===== config.mk =====
export PLATFORM = sky130hd
export DESIGN_NAME = memory_lsu
export DESIGN_NICKNAME = d
export VERILOG_FILES = /design/src/rtl/memory_lsu.sv
export SDC_FILE = /design/constraint.sdc
export NUM_CORES = 1
export LEC_CHECK = 0
export ABC_AREA = 1
export BUFFER_PORTS_ARGS = -buffer_cell sky130_fd_sc_hd__buf_2
export CORE_UTILIZATION = 48
export CTS_CLUSTER_SIZE = 12
export DETAILED_ROUTE_END_ITERATION = 8
export MAX_ROUTING_LAYER = met4
export PLACE_DENSITY_LB_ADDON = 0.2
export SYNTH_ARGS = -nofsm -noshare
export SYNTH_HDL_FRONTEND = slang
export SYNTH_SLANG_ARGS = --single-unit

===== constraint.sdc =====
create_clock -name clk -period 2.25 [get_ports clk]
set_input_delay 0.1125 -clock clk [delete_from_list [all_inputs] [get_ports clk]]
set_output_delay 0.1125 -clock clk [all_outputs]
set_load 0.02 [all_outputs]

===== src/rtl/memory_lsu.sv =====
// RV32I MEMORY-stage load/store unit driving a pipelined Wishbone B4 master; rsp one cycle after ack/err.
// Backpressure: req_ready only in IDLE, wb_stall holds the strobe phase, flush aborts without a response.
module memory_lsu #(
   parameter int ADDR_WIDTH     = 32,
   parameter int TIMEOUT_CYCLES = 64
) (
   input  logic                  clk,
   input  logic                  rst,
   input  logic                  req_valid,
   output logic                  req_ready,
   input  logic                  req_store,
   input  logic [2:0]            req_funct3,
   input  logic [ADDR_WIDTH-1:0] req_addr,
   input  logic [31:0]           req_wr_data,
   input  logic                  flush,
   output logic                  busy,
   output logic                  rsp_valid,
   output logic [31:0]           rsp_load_data,
   output logic                  rsp_err_align,
   output logic                  rsp_err_bus,
   output logic                  rsp_err_timeout,
   output logic                  wb_cyc,
   output logic                  wb_stb,
   output logic                  wb_we,
   output logic [ADDR_WIDTH-1:0] wb_addr,
   output logic [31:0]           wb_wr_data,
   output logic [3:0]            wb_sel,
   input  logic                  wb_ack,
   input  logic                  wb_err,
   input  logic                  wb_stall,
   input  logic [31:0]           wb_rd_data
);

   localparam int CW = (TIMEOUT_CYCLES > 0) ? $clog2(TIMEOUT_CYCLES + 1) : 1;
   localparam logic [CW-1:0] T_MAX  = CW'(TIMEOUT_CYCLES);
   localparam logic [CW-1:0] T_LAST = (TIMEOUT_CYCLES > 0) ? CW'(TIMEOUT_CYCLES - 1) : '0;

   typedef enum logic [1:0] {S_IDLE, S_REQ, S_WAIT, S_ERR} state_t;

   state_t          state, state_nxt;
   logic            accept, dec_ok;
   logic [3:0]      dec_sel;
   logic [31:0]     dec_wdata;
   logic            we_q;
   logic [2:0]      f3_q;
   logic [1:0]      off_q;
   logic [CW-1:0]   tcnt;
   logic            tmo_hit;
   logic            fin_ack, fin_bus, fin_tmo, fin_align;
   logic [31:0]     shifted, ld_ext;

   assign req_ready = (state == S_IDLE);
   assign busy      = ~req_ready;
   assign wb_cyc    = (state == S_REQ) || (state == S_WAIT);
   assign wb_stb    = (state == S_REQ);
   assign wb_we     = we_q & wb_cyc;
   assign accept    = req_ready & req_valid & ~flush;
   assign tmo_hit   = (TIMEOUT_CYCLES != 0) && (tcnt >= T_LAST);

   always_comb begin
      dec_ok    = 1'b0;
      dec_sel   = 4'b0000;
      dec_wdata = req_wr_data;
      case (req_funct3)
         3'b000, 3'b100: begin
            dec_ok    = 1'b1;
            dec_sel   = 4'b0001 << req_addr[1:0];
            dec_wdata = {4{req_wr_data[7:0]}};
         end
         3'b001, 3'b101: begin
            dec_ok    = ~req_addr[0];
            dec_sel   = req_addr[1] ? 4'b1100 : 4'b0011;
            dec_wdata = {2{req_wr_data[15:0]}};
         end
         3'b010: begin
            dec_ok  = (req_addr[1:0] == 2'b00);
            dec_sel = 4'b1111;
         end
         default: dec_ok = 1'b0;
      endcase
   end

   always_ff @(posedge clk) begin
      if (rst) state <= S_IDLE;
      else     state <= state_nxt;
   end

   // Completion priority: flush, then bus error, then ack, then timeout.
   always_comb begin
      state_nxt = state;
      fin_ack   = 1'b0;
      fin_bus   = 1'b0;
      fin_tmo   = 1'b0;
      fin_align = 1'b0;
      case (state)
         S_IDLE: begin
            if (accept) state_nxt = dec_ok ? S_REQ : S_ERR;
         end
         S_REQ, S_WAIT: begin
            if (wb_err) begin
               fin_bus   = 1'b1;
               state_nxt = S_IDLE;
            end else if (wb_ack) begin
               fin_ack   = 1'b1;
               state_nxt = S_IDLE;
            end else if (tmo_hit) begin
               fin_tmo   = 1'b1;
               state_nxt = S_IDLE;
            end else if (state == S_REQ && !wb_stall) begin
               state_nxt = S_WAIT;
            end
         end
         S_ERR: begin
            fin_align = 1'b1;
            state_nxt = S_IDLE;
         end
         default: state_nxt = S_IDLE;
      endcase
      if (flush) begin
         state_nxt = S_IDLE;
         fin_ack   = 1'b0;
         fin_bus   = 1'b0;
         fin_tmo   = 1'b0;
         fin_align = 1'b0;
      end
   end

   // Halfword offsets are only ever 0 or 2 here, so one shift serves all widths.
   always_comb begin
      shifted = wb_rd_data >> {off_q, 3'b000};
      case (f3_q)
         3'b000:  ld_ext = {{24{shifted[7]}}, shifted[7:0]};
         3'b100:  ld_ext = {24'b0, shifted[7:0]};
         3'b001:  ld_ext = {{16{shifted[15]}}, shifted[15:0]};
         3'b101:  ld_ext = {16'b0, shifted[15:0]};
         default: ld_ext = shifted;
      endcase
   end

   always_ff @(posedge clk) begin
      if (rst) begin
         wb_addr         <= '0;
         wb_sel          <= '0;
         wb_wr_data      <= '0;
         we_q            <= 1'b0;
         f3_q            <= '0;
         off_q           <= '0;
         tcnt            <= '0;
         rsp_valid       <= 1'b0;
         rsp_load_data   <= '0;
         rsp_err_align   <= 1'b0;
         rsp_err_bus     <= 1'b0;
         rsp_err_timeout <= 1'b0;
      end else begin
         rsp_valid       <= fin_ack | fin_bus | fin_tmo | fin_align;
         rsp_err_align   <= fin_align;
         rsp_err_bus     <= fin_bus;
         rsp_err_timeout <= fin_tmo;
         rsp_load_data   <= (fin_ack && !we_q) ? ld_ext : '0;
         if (accept) begin
            wb_addr    <= {req_addr[ADDR_WIDTH-1:2], 2'b00};
            wb_sel     <= dec_sel;
            wb_wr_data <= dec_wdata;
            we_q       <= req_store;
            f3_q       <= req_funct3;
            off_q      <= req_addr[1:0];
         end
         if (state == S_REQ || state == S_WAIT) begin
            if (tcnt != T_MAX) tcnt <= tcnt + 1'b1;
         end else begin
            tcnt <= '0;
         end
      end
   end

endmodule


==> flow_summary_export.csv <==
group,metric,value,unit
outcome,status,"complete, no violations",
setup_path,critPathCapture,"rsp_load_data[3]$_SDFF_PP0_",
place,dpl_cell_area,6150,sq um
setup_path,endpoint_kind,"register",
setup_path,regToRegSetupSlack,0.13,ns
timing,setup-violations-final,0,
die,fp.dieH,104,microns
clock_tree,cts.sink_count,117,
timing,fin_skew,0.00529,ns
route,routedWlPerCell,15.2,microns
timing,max_freq,0.472,GHz
layout,nets,1119,
synth,syn_area_per_cell,7.22,sq um
place,hpwl,10600,microns
die,die_area,10900,sq um
setup_path,worstReg2RegStart,"state[1]$_SDFFE_PP0P_",
synth,syn_area,5040,sq um
pwr,peakVddDrop,0.000629,V
die,ioPinCount,216,
die,rows,37,
pwr,p_leak,0.00402,uW
clock_tree,clkTransAtPathRegs,0.06,ns
layout,n_antenna_cell,0,
timing,period_minus_slack,2.12,ns
route,dr.pass1.iters,5,
synth,ys_seq_elements,117,
global_route,grt_max_degree,58,
clock_tree,root_buffer,"clkbuf_8",
timing,relSlewSlack,0.432,
pwr,p_total,6100,uW
place,dp.cells,1018,
route,postRouteWirelength,17500,microns
clock_tree,cts_tree,"built",
setup_path,reg2reg_to,"rsp_load_data[3]$_SDFF_PP0_",
timing,fin_tns_setup,0,ns
global_route,track_usage,0.326,
clock_tree,clk_latency,0.52,ns
setup_path,reg2regPathDepth,7,
setup_path,required,2.71,ns
layout,regArea,2340,sq um
global_route,grt_remaining_overflow,0,
setup_path,critPathLaunch,"state[1]$_SDFFE_PP0P_",
clock_tree,cts_buffer_depth,2,
route,ant_nets,0,
timing,drv_slew,0,
route,drc_errors,0,
layout,drive_gt1_frac,0.278,
place,io_buffers,213,
synth,yosys_warnings,0,
run,cap_viol_max_count,0,
route,dr_total_vias,6002,
timing,finalHoldViolCount,0,
die,coreArea,10200,sq um
global_route,grt_pass1_wl,27600,microns
synth,synth_top_area_frac,0.465,
synth,synth_cell_types,38,
synth,synth_area_leaders,"dfxtp_1, nand2_1, nor2_1",
global_route,antenna_found_initial,0,
pwr,power.density,772,nW/um^2
synth,synth_top_area_cell,"dfxtp_1",
setup_path,cp-start-kind,"register",
timing,rsz0062_at_grt,"false",
layout,final_area,7900,sq um
layout,multi_input_area,2300,sq um
setup_path,critical_path_arrival,2.58,ns
route,via_per_inst,5.19,
timing,post-route-period-util,0.941,
synth,yosysSeqAreaShare,0.465,
route,first_iter_violations,380,
die,initial_core_util,0.493,
clock_tree,cts_buffers,17,
synth,synthCells,698,
layout,fillers,726,
setup_path,cp_max_fo,16,
global_route,grt_pass1_vias,6059,
timing,finalHoldWorstSlack,0.0137,ns
die,die_w,104,microns
layout,area_growth,56.8,%
clock_tree,htreeDepth,4,
setup_path,path_class,"register to register",
worst_hold_path,hold_class,"input port to register",
place,place_congestion,0.934,
layout,final_cells,1156,
timing,tightest_slew,0.851,ns
==> layer usage <==
metal  track usage  routed length, microns
met1         0.351                    6610
met3        0.0771                    1300
met5             -                       0
met4         0.188                     787
met2         0.546                    8830
==> kinds of logic (layout without fill, tap and decap cells) <==
| kind of cell | count (synthesis) | in the layout | synth area share |
|---|---|---|---|
| fa+ha+maj | 5 | 5 | 0.0124 |
| xor+xnor | 2 | 2 | 0.00348 |
| compound gates | 141 | 141 | 0.149 |
| simple gates | 335 | 335 | 0.284 |
| buf+inv | 97 | 418 | 0.0859 |
| flops | 117 | 117 | 0.465 |
| other cells | 1 | 2 | 0.000744 |
==> power breakdown <==
part	total [uW]	internal [uW]	leakage (uW)	switching, uW
combinational	1030	422	0.00276	603
sequential	2230	2170	0.000955	57.1
clock	2850	1910	0.000301	932
total	6100	4510	0.00402	1590
==> cell usage after synthesis (all sizes together) <==
| cell type | count |
|---|---|
| ha | 5 |
| o211ai | 1 |
| clkinv | 3 |
| inv | 54 |
| nor2 | 111 |
| dfxtp | 117 |
| o22ai | 8 |
| nor3 | 10 |
| nor3b | 1 |
| conb | 1 |
| a211oi | 7 |
| xor2 | 1 |
| xnor2 | 1 |
| nand4 | 3 |
| a31oi | 1 |
| o21ai | 61 |
| nand2 | 168 |
| nand3 | 42 |
| o31ai | 1 |
| o21a | 1 |
| buf | 23 |
| a21oi | 61 |
| clkbuf | 17 |
==> sequential cells by signal (all words and copies together) (netlist names) <==
name / flops
rsp_load_data: 32
wb_wr_data: 32
wb_addr: 30
tcnt: 7
wb_sel: 4
f3_q: 3
off_q: 2
state: 2
rsp_err_align: 1
rsp_err_bus: 1
rsp_err_timeout: 1
rsp_valid: 1
we_q: 1
==> per-stage QoR <==
stage                util  worst slack (ns)
floorplan               -             0.513
global placement    0.601             0.575
detailed placement  0.601             0.489
CTS                 0.764            0.0341
global route        0.773          0.000861
finish              0.773             0.132
==> layout make-up <==
| class | count | area share |
|---|---|---|
| multi-input combinational | 485 | 0.291 |
| inverter | 57 | 0.0287 |
| clock buffer | 24 | 0.0608 |
| tap | 136 | 0.0215 |
| clock inverter | 8 | 0.0184 |
| sequential | 117 | 0.297 |
| timing repair buffer | 329 | 0.283 |
==> cell usage in the layout, fill, tap and decap left out, types with 2 or more instances in the layout <==
cell	count
buf_2	213
nand2_1	166
dfxtp_1	116
nor2_1	109
dlygate4sd3_1	104
a21oi_1	60
o21ai_0	59
inv_1	49
nand3_1	31
clkbuf_16	17
nand3_2	10
nor3_1	9
o22ai_1	8
buf_4	8
clkbuf_8	5
a211oi_2	4
ha_1	4
bufinv_16	4
inv_2	3
a211oi_1	3
clkbuf_1	3
nand4_1	2
nand2_2	2
o21ai_1	2
clkinv_1	2
conb_1	2
clkinvlp_4	2
clkinv_2	2
buf_6	2
==> worst max-delay path, cell delays in order (launching register included) <==
cell	delay (ns)
dfxtp_1	0.33
inv_1	0.09
ha_4	0.30
nand4_1	0.15
nor3_4	0.29
inv_4	0.13
a211oi_1	0.20
dlygate4sd3_1	0.57
==> worst min path at each step <==
stage	slack [ns]	start	end	cells after the start
after global routing	0.03	wb_rd_data[12]	rsp_load_data[12]$_SDFF_PP0_	5
after floorplan	0.20	flush	rsp_err_bus$_SDFF_PP0_	1
after global placement	0.35	flush	rsp_err_bus$_SDFF_PP0_	2
after CTS	0.001	wb_rd_data[24]	rsp_load_data[8]$_SDFF_PP0_	5
final	0.01	wb_rd_data[14]	rsp_load_data[14]$_SDFF_PP0_	5
after detailed placement	0.35	flush	rsp_err_bus$_SDFF_PP0_	2
==> repair_timing <==
item / CTS / global route
setup endpoints to repair: 0 / 20
hold endpoints to repair: 88 / 0
hold buffers: 104 / 0
buffers inserted: 0 / 1
resized for setup: 0 / 12
Note: power is estimated with default switching activity, not from simulation.
